<file path="config.mk">
export PLATFORM = sky130hd
export DESIGN_NAME = syn_fft_cache_arb
export DESIGN_NICKNAME = d
export VERILOG_FILES = /design/src/rtl/syn_fft_cache_arb.sv
export SDC_FILE = /design/constraint.sdc
export NUM_CORES = 1
export LEC_CHECK = 0
export ABC_AREA = 1
export BUFFER_PORTS_ARGS = -buffer_cell sky130_fd_sc_hd__buf_2
export CAP_MARGIN = 10
export CORE_MARGIN = 10
export CORE_UTILIZATION = 54
export CTS_BUF_LIST = sky130_fd_sc_hd__clkbuf_4 sky130_fd_sc_hd__clkbuf_8
export DETAILED_ROUTE_END_ITERATION = 6
export GPL_ROUTABILITY_DRIVEN = 0
export PLACE_DENSITY_LB_ADDON = 0.08
export RECOVER_POWER = 50
export SETUP_SLACK_MARGIN = 0.5
export SYNTH_ARGS = -nofsm -noshare
export SYNTH_HDL_FRONTEND = slang
export SYNTH_SLANG_ARGS = --single-unit
</file>
<file path="constraint.sdc">
create_clock -name clk_ir -period 3.74 [get_ports clk_ir]
set_clock_uncertainty 0.15 [all_clocks]
set_input_delay 0.748 -clock clk_ir [delete_from_list [all_inputs] [get_ports clk_ir]]
set_output_delay 0.748 -clock clk_ir [all_outputs]
set_load 0.005 [all_outputs]
</file>
<file path="src/rtl/syn_fft_cache_arb.sv">
// Shares one cache RAM between the FFT datapath (priority) and a 1-deep host op buffer.
// Reads return RD_LAT+2 cycles after issue; a host op blocked STARVE_LIM-1 cycles forces a one-cycle FFT stall.
module syn_fft_cache_arb #(
  parameter int DATA_W     = 32,
  parameter int ADDR_W     = 8,
  parameter int RD_LAT     = 2,
  parameter int STARVE_LIM = 16
) (
  input  logic              clk_ir,
  input  logic              rst_il,
  input  logic              fft_wr_en,
  input  logic [ADDR_W-1:0] fft_waddr,
  input  logic [DATA_W-1:0] fft_wr_data,
  input  logic              fft_rd_en,
  input  logic [ADDR_W-1:0] fft_raddr,
  output logic [DATA_W-1:0] fft_rd_data,
  output logic              fft_rd_valid,
  input  logic              fft_done,
  output logic              fft_stall,
  input  logic              hst_wr_en,
  input  logic              hst_rd_en,
  input  logic [ADDR_W-1:0] hst_addr,
  input  logic [DATA_W-1:0] hst_wr_data,
  output logic              hst_busy,
  output logic [DATA_W-1:0] hst_rd_data,
  output logic              hst_rd_valid,
  output logic              ram_wr_en,
  output logic [ADDR_W-1:0] ram_waddr,
  output logic [DATA_W-1:0] ram_wr_data,
  output logic              ram_rd_en,
  output logic [ADDR_W-1:0] ram_raddr,
  input  logic [DATA_W-1:0] ram_rd_data,
  output logic              cache_rdy,
  output logic              proto_err
);

  localparam int CNT_W = $clog2(STARVE_LIM);
  localparam logic [CNT_W-1:0] CNT_PRE = CNT_W'(STARVE_LIM - 2);

  typedef struct packed {
    logic              wr;
    logic [ADDR_W-1:0] addr;
    logic [DATA_W-1:0] dat;
  } hst_op_t;

  logic             pend;
  hst_op_t          pend_op;
  logic [CNT_W-1:0] starve_cnt;
  logic [RD_LAT:0]  tag_vld;
  logic [RD_LAT:0]  tag_hst;

  logic fft_wr_go;
  logic fft_rd_go;
  logic hst_wr_go;
  logic hst_rd_go;
  logic hst_go;
  logic hst_strobe;
  logic hst_cap;
  logic err_evt;
  logic stall_nxt;

  // A registered stall overrides FFT priority so the pending host op always wins that slot.
  assign fft_wr_go  = fft_wr_en & ~fft_stall;
  assign fft_rd_go  = fft_rd_en & ~fft_stall;
  assign hst_wr_go  = pend & pend_op.wr & (fft_stall | ~fft_wr_en);
  assign hst_rd_go  = pend & ~pend_op.wr & (fft_stall | ~fft_rd_en);
  assign hst_go     = hst_wr_go | hst_rd_go;
  assign hst_strobe = hst_wr_en | hst_rd_en;
  assign hst_cap    = hst_strobe & ~pend;
  assign err_evt    = (hst_wr_en & hst_rd_en) | (hst_strobe & pend) |
                      ((fft_wr_en | fft_rd_en) & fft_stall);
  assign stall_nxt  = pend & ~hst_go & (starve_cnt == CNT_PRE);
  assign hst_busy   = pend;

  always_ff @(posedge clk_ir or negedge rst_il) begin
    if (!rst_il) begin
      pend       <= 1'b0;
      pend_op    <= '0;
      starve_cnt <= '0;
      fft_stall  <= 1'b0;
    end else begin
      if (hst_cap) begin
        pend         <= 1'b1;
        pend_op.wr   <= hst_wr_en;
        pend_op.addr <= hst_addr;
        pend_op.dat  <= hst_wr_data;
      end else if (hst_go) begin
        pend <= 1'b0;
      end
      starve_cnt <= (pend && !hst_go) ? starve_cnt + CNT_W'(1) : '0;
      fft_stall  <= stall_nxt;
    end
  end

  always_ff @(posedge clk_ir or negedge rst_il) begin
    if (!rst_il) begin
      ram_wr_en   <= 1'b0;
      ram_waddr   <= '0;
      ram_wr_data <= '0;
      ram_rd_en   <= 1'b0;
      ram_raddr   <= '0;
    end else begin
      ram_wr_en   <= fft_wr_go | hst_wr_go;
      ram_waddr   <= hst_wr_go ? pend_op.addr : fft_waddr;
      ram_wr_data <= hst_wr_go ? pend_op.dat : fft_wr_data;
      ram_rd_en   <= fft_rd_go | hst_rd_go;
      ram_raddr   <= hst_rd_go ? pend_op.addr : fft_raddr;
    end
  end

  // Stage 0 lines up with ram_rd_en; stage RD_LAT lines up with valid ram_rd_data.
  always_ff @(posedge clk_ir or negedge rst_il) begin
    if (!rst_il) begin
      tag_vld      <= '0;
      tag_hst      <= '0;
      fft_rd_valid <= 1'b0;
      fft_rd_data  <= '0;
      hst_rd_valid <= 1'b0;
      hst_rd_data  <= '0;
    end else begin
      tag_vld      <= {tag_vld[RD_LAT-1:0], fft_rd_go | hst_rd_go};
      tag_hst      <= {tag_hst[RD_LAT-1:0], hst_rd_go};
      fft_rd_valid <= tag_vld[RD_LAT] & ~tag_hst[RD_LAT];
      hst_rd_valid <= tag_vld[RD_LAT] & tag_hst[RD_LAT];
      if (tag_vld[RD_LAT] && !tag_hst[RD_LAT]) fft_rd_data <= ram_rd_data;
      if (tag_vld[RD_LAT] && tag_hst[RD_LAT])  hst_rd_data <= ram_rd_data;
    end
  end

  always_ff @(posedge clk_ir or negedge rst_il) begin
    if (!rst_il) begin
      cache_rdy <= 1'b0;
      proto_err <= 1'b0;
    end else begin
      if (fft_done)       cache_rdy <= 1'b1;
      else if (fft_wr_go) cache_rdy <= 1'b0;
      if (err_evt)        proto_err <= 1'b1;
    end
  end

endmodule
</file>
==> metrics.csv, run 1 <==
metric;value;unit
# IOs;247;
vias in the first global route;5373;
Synth cell types;20;
hold buffer count at cts;0;
MaxCap Viol Count;5;
largest net degree at the start of global routing;84;
Nets;1028;
Worst EP arrival;3.00;ns
crit share post-route;75.5;%
Ys Warns;0;
worst-skew pair later-pin latency;0.44;ns
Max clock buf depth;2;
Yosys reg bits;170;
H-tree levels;4;
final hold slack;0.205;ns
Worst Setup End Kind;flop;
failing checks;max-capacitance violations, max-slew violations;
Max-Slew Margin vs Limit;-34.4;%
DR iter-0 viols;412;
# setup viols final;0;
Comb pwr share;30.4;%
Setup TNS Final;0;ns
fillcell total;962;
PD cells;768;nW/µm²
min-delay src;tag_hst[0]$_DFF_PN0_;
Pleak;4.51;nW
Hold Path Cell Cnt;0;
Post-Synthesis Cell Area;6400;µm²
die height;129;µm
clock sinks;170;
area of the multi-input gates;1780;µm²
drt drc;0;
P_int;0.00408;W
P_sw;0.00212;W
initial antenna violation count;0;
status;complete, but fails checks;
Sequential Power Share;47.3;%
FF/Latch Area;4250;µm²
Clock power frac;22.4;%
final slew viol count;293;
layout cells sized above 1;29.3;%
ANT nets after route;0;
worst r2r path cells;4;
total power;0.00620;W
WL final;17.4;mm
RR Startpoint;hst_busy$_DFFE_PN0P_;
RR Endpoint;pend_op[29]$_DFFE_PN0P_;
antenna diode count;0;
Placeable Area;11500;µm²
fin area;8080;µm²
crit-path max FO;44;
switch share;34.3;%
WHS Endpoint;tag_hst[1]$_DFF_PN0_;
worst slew pin tran;2.02;ns
starting density of the core;55.6;%
Vias/cell;5.07;
PostCTS Resize Cnt;0;
total gr overflow;0;
first-pass GRT wire length;27.2;mm
vias;5339;
final hold violation count;0;
Seq/Total Area, Yosys;66.5;%
fin cells;1054;
clk root buf;clkbuf_8;
# Post-CTS Setup Buffers;0;
Syn Nets;798;
startpoint types;flop;
reg-to-reg slack, setup;0.92;ns
drt pass-1 iters;5;
worst vdd ir;0.492;mV
min Tclk post-route;2.82;ns
IO buf count;246;
Fmax achieved;354;MHz
critical setup path kind;flop to flop;
Placed Cells incl. Taps;1023;
RSZ-0062 raised after global routing;no;
cell count after synthesis;669;
num rows;39;
Hold WC Path Type;flop to flop;
CP required;3.91;ns
post-place instance area;7690;µm²
Chip Width;129;µm
clock-pin slew on the worst setup and hold paths;0.08;ns
Mean Syn Cell Area;9.56;µm²
die area;16600;µm²
Final HPWL DP;12.7;mm
CTS tree;yes;
routed len/inst;16.5;µm
GRT Total Usage;20.8;%
Layout area overhead;26.2;%
total CTS buffers;17;
[stage by stage]
| step | utilization, % | setup slack, ns |
|---|---|---|
| 2_1_floorplan | - | 2.06 |
| 3_3_place_gp | 66.7 | 1.33 |
| 3_5_place_dp | 66.7 | 1.24 |
| 4_1_cts | 70.5 | 1.21 |
| 5_1_grt | 70.1 | 0.579 |
| 6_report | 70.1 | 0.917 |
[placed cells by master, fill, tap and decap left out]
cell / count
nand2_2: 3
clkinv_2: 5
o21ai_0: 78
o21ai_1: 4
or2_1: 2
dfrtp_1: 170
nor2_1: 6
buf_1: 1
clkbuf_8: 19
a21oi_1: 1
buf_12: 1
buf_4: 1
nand2_1: 235
inv_1: 48
bufinv_16: 4
buf_2: 229
nand3_1: 77
xnor2_1: 1
clkbuf_1: 17
nand4_1: 1
inv_2: 1
clkbuf_4: 3
clkbuf_2: 1
ha_1: 2
a21o_1: 1
[metal layers]
layer / global-route usage, % / vias up / routed length (µm)
met5: 0 / - / 0
li1: - / 2569 / -
met3: 7.47 / 15 / 1510
met2: 36.0 / 202 / 8860
met1: 23.5 / 2553 / 6860
met4: 7.16 / 0 / 208
[how the worst max path moves through the flow]
stage	start	end	cells past startpoint
after global routing	hst_busy$_DFFE_PN0P_	pend_op[22]$_DFFE_PN0P_	4
after floorplan	hst_rd_en	pend_op[0]$_DFFE_PN0P_	6
final	hst_busy$_DFFE_PN0P_	pend_op[29]$_DFFE_PN0P_	4
after CTS	hst_busy$_DFFE_PN0P_	hst_busy$_DFFE_PN0P_	5
after global placement	hst_busy$_DFFE_PN0P_	hst_busy$_DFFE_PN0P_	5
after detailed placement	hst_busy$_DFFE_PN0P_	hst_busy$_DFFE_PN0P_	5
[area by class of cell]
cell class | instances | area share, %
clock buffers | 22 | 3.52
clock inverters | 9 | 1.80
inverters | 49 | 2.28
multi-input cells | 411 | 22.1
flip-flops and latches | 170 | 52.7
well taps | 143 | 2.22
repair buffers | 250 | 15.4
[cell usage after synthesis, drive strengths merged]
| cell | count | area, µm² |
|---|---|---|
| buf | 22 | 108 |
| a21o | 1 | 7.51 |
| nand4 | 1 | 6.26 |
| ha | 2 | 25.0 |
| nor2 | 6 | 22.5 |
| o21ai | 82 | 410 |
| or2 | 2 | 12.5 |
| clkbuf | 17 | 66.3 |
| a21oi | 1 | 5.00 |
| nand2 | 238 | 903 |
| xnor2 | 1 | 8.76 |
| nand3 | 77 | 385 |
| dfrtp | 170 | 4250 |
| inv | 49 | 184 |
[power by group through the flow]
stage	registers, W	clock network [W]	logic (W)
after floorplan	0.00297	0	0.000976
after global placement	0.00292	0	0.00186
after detailed placement	0.00296	0	0.00193
after CTS	0.00293	0.00142	0.00193
after global routing	0.00302	0.00149	0.00217
final	0.00293	0.00139	0.00188
[cell families (layout without fill, tap and decap cells)]
family | count (synthesis) | after routing | share of synthesized area, %
simple gates | 324 | 324 | 20.8
flops | 170 | 170 | 66.5
buf+inv | 88 | 330 | 5.59
compound gates | 84 | 84 | 6.61
fa+ha+maj | 2 | 2 | 0.391
xor+xnor | 1 | 1 | 0.137
[flip-flops by register name, indices dropped and copies added (netlist names), 3 cells and up]
register,flops
tag_vld,3
hst_rd_data,32
starve_cnt,4
fft_rd_data,32
ram_waddr,8
ram_wr_data,32
ram_raddr,8
tag_hst,3
pend_op,41
[worst max-delay path, stage by stage, from the launching register on]
cell and delay [ns]:
dfrtp_1 0.42, inv_1 0.98, nand2_2 0.82, nand2_1 0.24, nand2_1 0.07
Power figures use the tool's default switching activity.
==> run 2, diff against run 1 <==
- ABC_AREA: 1 -> 0
- CORE_UTILIZATION: 54 -> 50
- clock period: 3.74 -> 2.91 ns (I/O delays scaled with it)
==> run 2 against run 1 <==
Compared with the run above:
- largest power group unchanged
- highest routed layer unchanged
- the flow now finishes without violations
- critical path depth did not move
- register-to-register slack worse by 0.02 ns
- count of clock-buffer cells in the layout rose by 3
- area after synthesis down 1.0%
- routed wire length is 14% lower
==> metrics.csv, run 2 <==
metric;value;unit;change
status;complete, no violations;;
layout cells sized above 1;67.8;%;+38 points
worst-skew pair later-pin latency;0.45;ns;about the same
drt pass-1 iters;4;;-1
GRT Total Usage;17.4;%;-3.4 points
final slew viol count;0;;-100%
worst slew pin tran;1.33;ns;-0.689 ns
total gr overflow;0;;unchanged
Seq/Total Area, Yosys;67.2;%;+0.68 points
drt drc;0;;unchanged
Synth cell types;22;;+10%
PD cells;969;nW/µm²;+26%
Mean Syn Cell Area;17.1;µm²;+79%
Max clock buf depth;2;;unchanged
worst vdd ir;0.497;mV;+0.99%
vias in the first global route;4445;;-17%
Setup TNS Final;0;ns;unchanged
MaxCap Viol Count;0;;-5
crit-path max FO;30;;-32%
fin cells;816;;-23%
Placeable Area;12500;µm²;+8.7%
# IOs;247;;unchanged
clock sinks;170;;unchanged
die area;17600;µm²;+5.8%
Chip Width;133;µm;+2.9%
most used standard cell by instance count after synthesis;dfrtp_1;;
DR iter-0 viols;144;;-65%
num rows;41;;+5.1%
Pleak;3.94;nW;-13%
largest cells by area after synthesis;dfrtp_1 67%, mux2_2 27%, clkbuf_8 0.87%;;
fin util;65.3;%;-4.8 points
die height;133;µm;+2.9%
first-pass GRT wire length;23.9;mm;-12%
critical setup path kind;input port to flop;;
RSZ-0062 raised after global routing;no;;
Nets;759;;-26%
Final HPWL DP;11.6;mm;-8.9%
starting density of the core;50.6;%;-5.0 points
Max-Slew Margin vs Limit;11.4;%;+46 points
Syn Nets;499;;-37%
synth cell count leaders;170 x dfrtp_1, 151 x mux2_2, 5 x nand2_1, 5 x nor2_1;;
WL final;15.1;mm;-14%
ANT nets after route;0;;unchanged
Yosys reg bits;170;;unchanged
largest net degree at the start of global routing;76;;-9.5%
IO buf count;246;;unchanged
final hold slack;0.161;ns;-0.0431 ns
cell count after synthesis;370;;-45%
commonest non-fill, non-tap cell in the layout;buf_2;;
max reg flops;41;;unchanged
Post-Synthesis Cell Area;6330;µm²;-1.0%
most frequent cells in the layout;244 x buf_2, 170 x dfrtp_1, 150 x mux2_2;;
Worst EP arrival;2.39;ns;-0.61 ns
Post-synth ARST share;100;%;unchanged
Vias/cell;4.87;;-3.8%
routed len/inst;18.5;µm;+12%
Yosys top cell by area;dfrtp_1;;
Placed Cells incl. Taps;782;;-24%
crit share post-route;75.9;%;
Ys Warns;0;;unchanged
CTS tree;yes;;
H-tree levels;4;;unchanged
Fmax achieved;453;MHz;
CP required;3.09;ns;-0.82 ns
vias;3977;;-26%
Yosys top cell area share;67.2;%;+0.68 points
Largest Register;pend_op;;
final hold violation count;0;;unchanged
# setup viols final;0;;unchanged
min Tclk post-route;2.21;ns;
startpoint types;input port;;
Hold WC Path Type;input port to flop;;
clk root buf;clkbuf_8;;
clock-pin slew on the worst setup and hold paths;0.08;ns;about the same
Post-synth EDFFs;0;;unchanged
fillcell total;1011;;+5.1%
total CTS buffers;17;;unchanged
most used flip-flop cell after synthesis;dfrtp_1;;
Layout area overhead;29.1;%;
Worst Setup End Kind;flop;;
initial antenna violation count;2;;+2
==> run 2: repair_timing <==
| item | CTS | global route |
|---|---|---|
| setup buffers | 0 | 0 |
| hold buffers | 1 | 0 |
| endpoints found under the hold margin | 12 | 0 |
| resized for setup | 0 | 0 |
==> run 2: routing by layer <==
layer | track usage, % | vias to the layer above | wire [µm]
li1 | - | 1806 | -
met5 | 0 | - | 0
met4 | 8.74 | 0 | 484
met1 | 19.2 | 1972 | 5910
met3 | 7.68 | 33 | 1270
met2 | 28.0 | 166 | 7390
==> run 2: final cells by class <==
type                       instances  area (µm²)  area share [%]
sequential                       170        4250            52.0
multi-input combinational        181        1910            23.4
timing repair buffer             256        1340            16.4
clock buffer                      25         319            3.90
tap                              172         215            2.63
clock inverter                     7         113            1.38
inverter                           4        15.0           0.184
antenna                            1        2.50          0.0306
==> run 2: worst max-delay path, stage by stage <==
cell and delay (ns):
buf_2 0.10, o21bai_1 1.02, buf_12 0.31, mux2_2 0.36
==> run 2: worst paths after layout <==
| path | from | end | slack, ns | depth (start not counted) |
|---|---|---|---|---|
| worst min register to register | tag_vld[1]$_DFF_PN0_ | tag_vld[2]$_DFF_PN0_ | 0.20 | 0 |
| worst max-delay path | hst_rd_en | pend_op[35]$_DFFE_PN0P_ | 0.70 | 4 |
| worst max register to register | hst_busy$_DFFE_PN0P_ | pend_op[35]$_DFFE_PN0P_ | 0.90 | 3 |
| worst min-delay path | fft_done | cache_rdy$_DFFE_PN0P_ | 0.16 | 2 |
| min in group asynchronous | rst_il | fft_rd_data[15]$_DFFE_PN0P_ | 0.58 | 2 |
| max in group asynchronous | rst_il | ram_wr_data[28]$_DFF_PN0_ | 0.89 | 3 |
==> run 2: logic make-up (layout without fill, tap and decap cells) <==
family	Yosys count	after routing	share of synthesized area [%]
other	0	1	0
buffers and inverters	19	292	2.49
xor gates and xnor gates	2	2	0.277
AOI/OAI and AO/OA	6	6	0.968
muxes	154	154	27.4
and+or+nand+nor	16	16	1.17
adders and majority gates	3	3	0.553
DFF	170	170	67.2
==> run 2: power by group <==
part | internal, W | total [W] | switching [W]
logic | 0.00143 | 0.00245 | 0.00102
clock network | 0.000975 | 0.00175 | 0.000776
registers | 0.00330 | 0.00372 | 0.000427
total | 0.00570 | 0.00792 | 0.00222
==> run 2: metrics by stage <==
step	setup slack, ns	area (µm²)	total power, W
6_report	0.701	8180	0.00792
5_1_grt	0.638	8180	0.00842
4_1_cts	0.999	8210	0.00807
3_5_place_dp	0.874	7760	0.00630
3_3_place_gp	0.900	7760	0.00619
2_1_floorplan	1.24	6330	0.00517
==> run 3, diff against run 2 <==
- clock period: 2.91 -> 2.3 ns (I/O delays scaled with it)
==> run 3 against run 2 <==
Compared with the run above:
- count of clock-buffer cells in the layout decreased by 1
- largest cell class unchanged
- final area up 0.21%
- flip-flop and latch count is the same
- sequential share of layout area fell by 0.11 points
- die area unchanged
- routed wire length rose by 0.19%
- register-to-register slack got worse by 0.49 ns
- non-clock buffer count stayed put
- final cell count unchanged
==> metrics.csv, run 3 (synthesized netlist as in run 2, its figures left out) <==
metric;value;unit;change
Hold Path Cell Cnt;2;;unchanged
ANT nets after route;0;;unchanged
min Tclk post-route;1.89;ns;
most frequent cells in the layout;245 x buf_2, 170 x dfrtp_1, 151 x mux2_2;;
crit-path max FO;33;;+10%
final slew viol count;0;;unchanged
min-delay src;fft_done;;
area of the multi-input gates;1930;µm²;+0.78%
Pleak;3.95;nW;+0.43%
first-pass GRT wire length;23.8;mm;-0.46%
worst slew pin tran;1.09;ns;-0.237 ns
vias;3936;;-1.0%
starting density of the core;50.6;%;unchanged
Fmax achieved;528;MHz;
Worst EP arrival;2.07;ns;-0.32 ns
Setup TNS Final;0;ns;unchanged
layout cells sized above 1;68.7;%;+0.93 points
clock-pin slew on the worst setup and hold paths;0.08;ns;about the same
final hold violation count;0;;unchanged
clock sinks;170;;unchanged
top layer in use;met5;;
max reg flops;41;;unchanged
drt drc;0;;unchanged
drt pass-1 iters;4;;unchanged
startpoint types;flop;;
FF/Latch Area;4250;µm²;unchanged
WHS Endpoint;cache_rdy$_DFFE_PN0P_;;
die area;17600;µm²;unchanged
Max clock buf depth;2;;unchanged
Metal-1 WL;5.63;mm;-4.7%
WL final;15.1;mm;+0.19%
setup ws final;0.406;ns;-0.295 ns
status;complete, no violations;;
RSZ-0062 raised after global routing;no;;
# setup viols final;0;;unchanged
CTS tree;yes;;
fin cells;816;;unchanged
largest net degree at the start of global routing;45;;-41%
Final HPWL DP;11.5;mm;-0.90%
Worst Setup End Kind;flop;;
RR Endpoint;fft_rd_data[1]$_DFFE_PN0P_;;
CP required;2.48;ns;-0.61 ns
worst vdd ir;0.608;mV;+22%
Placeable Area;12500;µm²;unchanged
total power;0.0101;W;+27%
total gr overflow;0;;unchanged
vias in the first global route;4477;;+0.72%
met2 WL post-DR;7.39;mm;about the same
num rows;41;;unchanged
Hold WC Path Type;input port to flop;;
post-place instance area;7760;µm²;unchanged
GRT Total Usage;17.3;%;-0.025 points
dpl ws;0.507;ns;-0.367 ns
Routed met3 length;1.58;mm;+24%
crit share post-route;82.3;%;
DR iter-0 viols;181;;+26%
# IOs;247;;unchanged
total CTS buffers;17;;unchanged
PD cells;1230;nW/µm²;+27%
MaxCap Viol Count;0;;unchanged
reg-to-reg slack, setup;0.41;ns;-0.49 ns
RR Startpoint;tag_hst[2]$_DFF_PN0_;;
Chip Width;133;µm;unchanged
Nets;759;;unchanged
routed len/inst;18.5;µm;+0.19%
fillcell total;1020;;+0.89%
commonest non-fill, non-tap cell in the layout;buf_2;;
Max-Slew Margin vs Limit;27.4;%;+16 points
fin area;8190;µm²;+0.21%
worst-skew pair later-pin latency;0.45;ns;about the same
H-tree levels;4;;unchanged
IO buf count;246;;unchanged
critical setup path kind;flop to flop;;
clk root buf;clkbuf_8;;
Layout area overhead;29.4;%;
worst r2r path cells;3;;unchanged
Vias/cell;4.82;;-1.0%
die height;133;µm;unchanged
Largest Register;pend_op;;
Placed Cells incl. Taps;782;;unchanged
initial antenna violation count;5;;+3
[run 3: cell type report]
type | instances | area share, %
repair buffers | 256 | 16.3
inverters | 4 | 0.183
multi-input cells | 181 | 23.5
clock buffers | 24 | 3.73
well taps | 172 | 2.63
flip-flops and latches | 170 | 51.9
clock inverters | 8 | 1.71
diodes | 1 | 0.0305
[run 3: critical path, stage by stage, from the launching register on]
cell and delay [ns]:
dfrtp_1 0.41, nor2b_4 0.10, clkbuf_2 0.69, mux2_2 0.41
[run 3: worst max-delay path by stage]
stage | end | slack, ns | from
global placement | ram_wr_data[20]$_DFF_PN0_ | 0.54 | fft_wr_en
CTS | ram_wr_data[10]$_DFF_PN0_ | 0.51 | hst_busy$_DFFE_PN0P_
finish | fft_rd_data[1]$_DFFE_PN0P_ | 0.41 | tag_hst[2]$_DFF_PN0_
detailed placement | ram_wr_data[10]$_DFF_PN0_ | 0.51 | fft_wr_en
global route | hst_rd_data[11]$_DFFE_PN0P_ | 0.30 | rst_il
floorplan | pend_op[0]$_DFFE_PN0P_ | 0.75 | hst_rd_en
[run 3: timing repair]
item	CTS	global route
hold endpoints to repair	39	0
gates resized for setup	0	1
hold buffers	1	0
buffers inserted	0	0
setup endpoints to repair	0	27
[run 3: report_power, final]
part           switching, W  internal, W
logic               0.00128      0.00179
registers          0.000543      0.00417
clock network      0.000977      0.00131
total               0.00280      0.00728
[run 3: stage by stage]
step	utilization (%)	hold WS [ns]
2_1_floorplan	-	0.0144
3_3_place_gp	62.0	0.184
3_5_place_dp	62.0	0.189
4_1_cts	65.7	0.0125
5_1_grt	65.5	0.0166
6_report	65.5	0.0432
[run 3: metal layers]
metal,global-route usage (%),up-vias
li1,-,1801
met1,18.6,1931
met2,27.8,171
met3,8.97,31
met4,8.25,2
met5,0,-
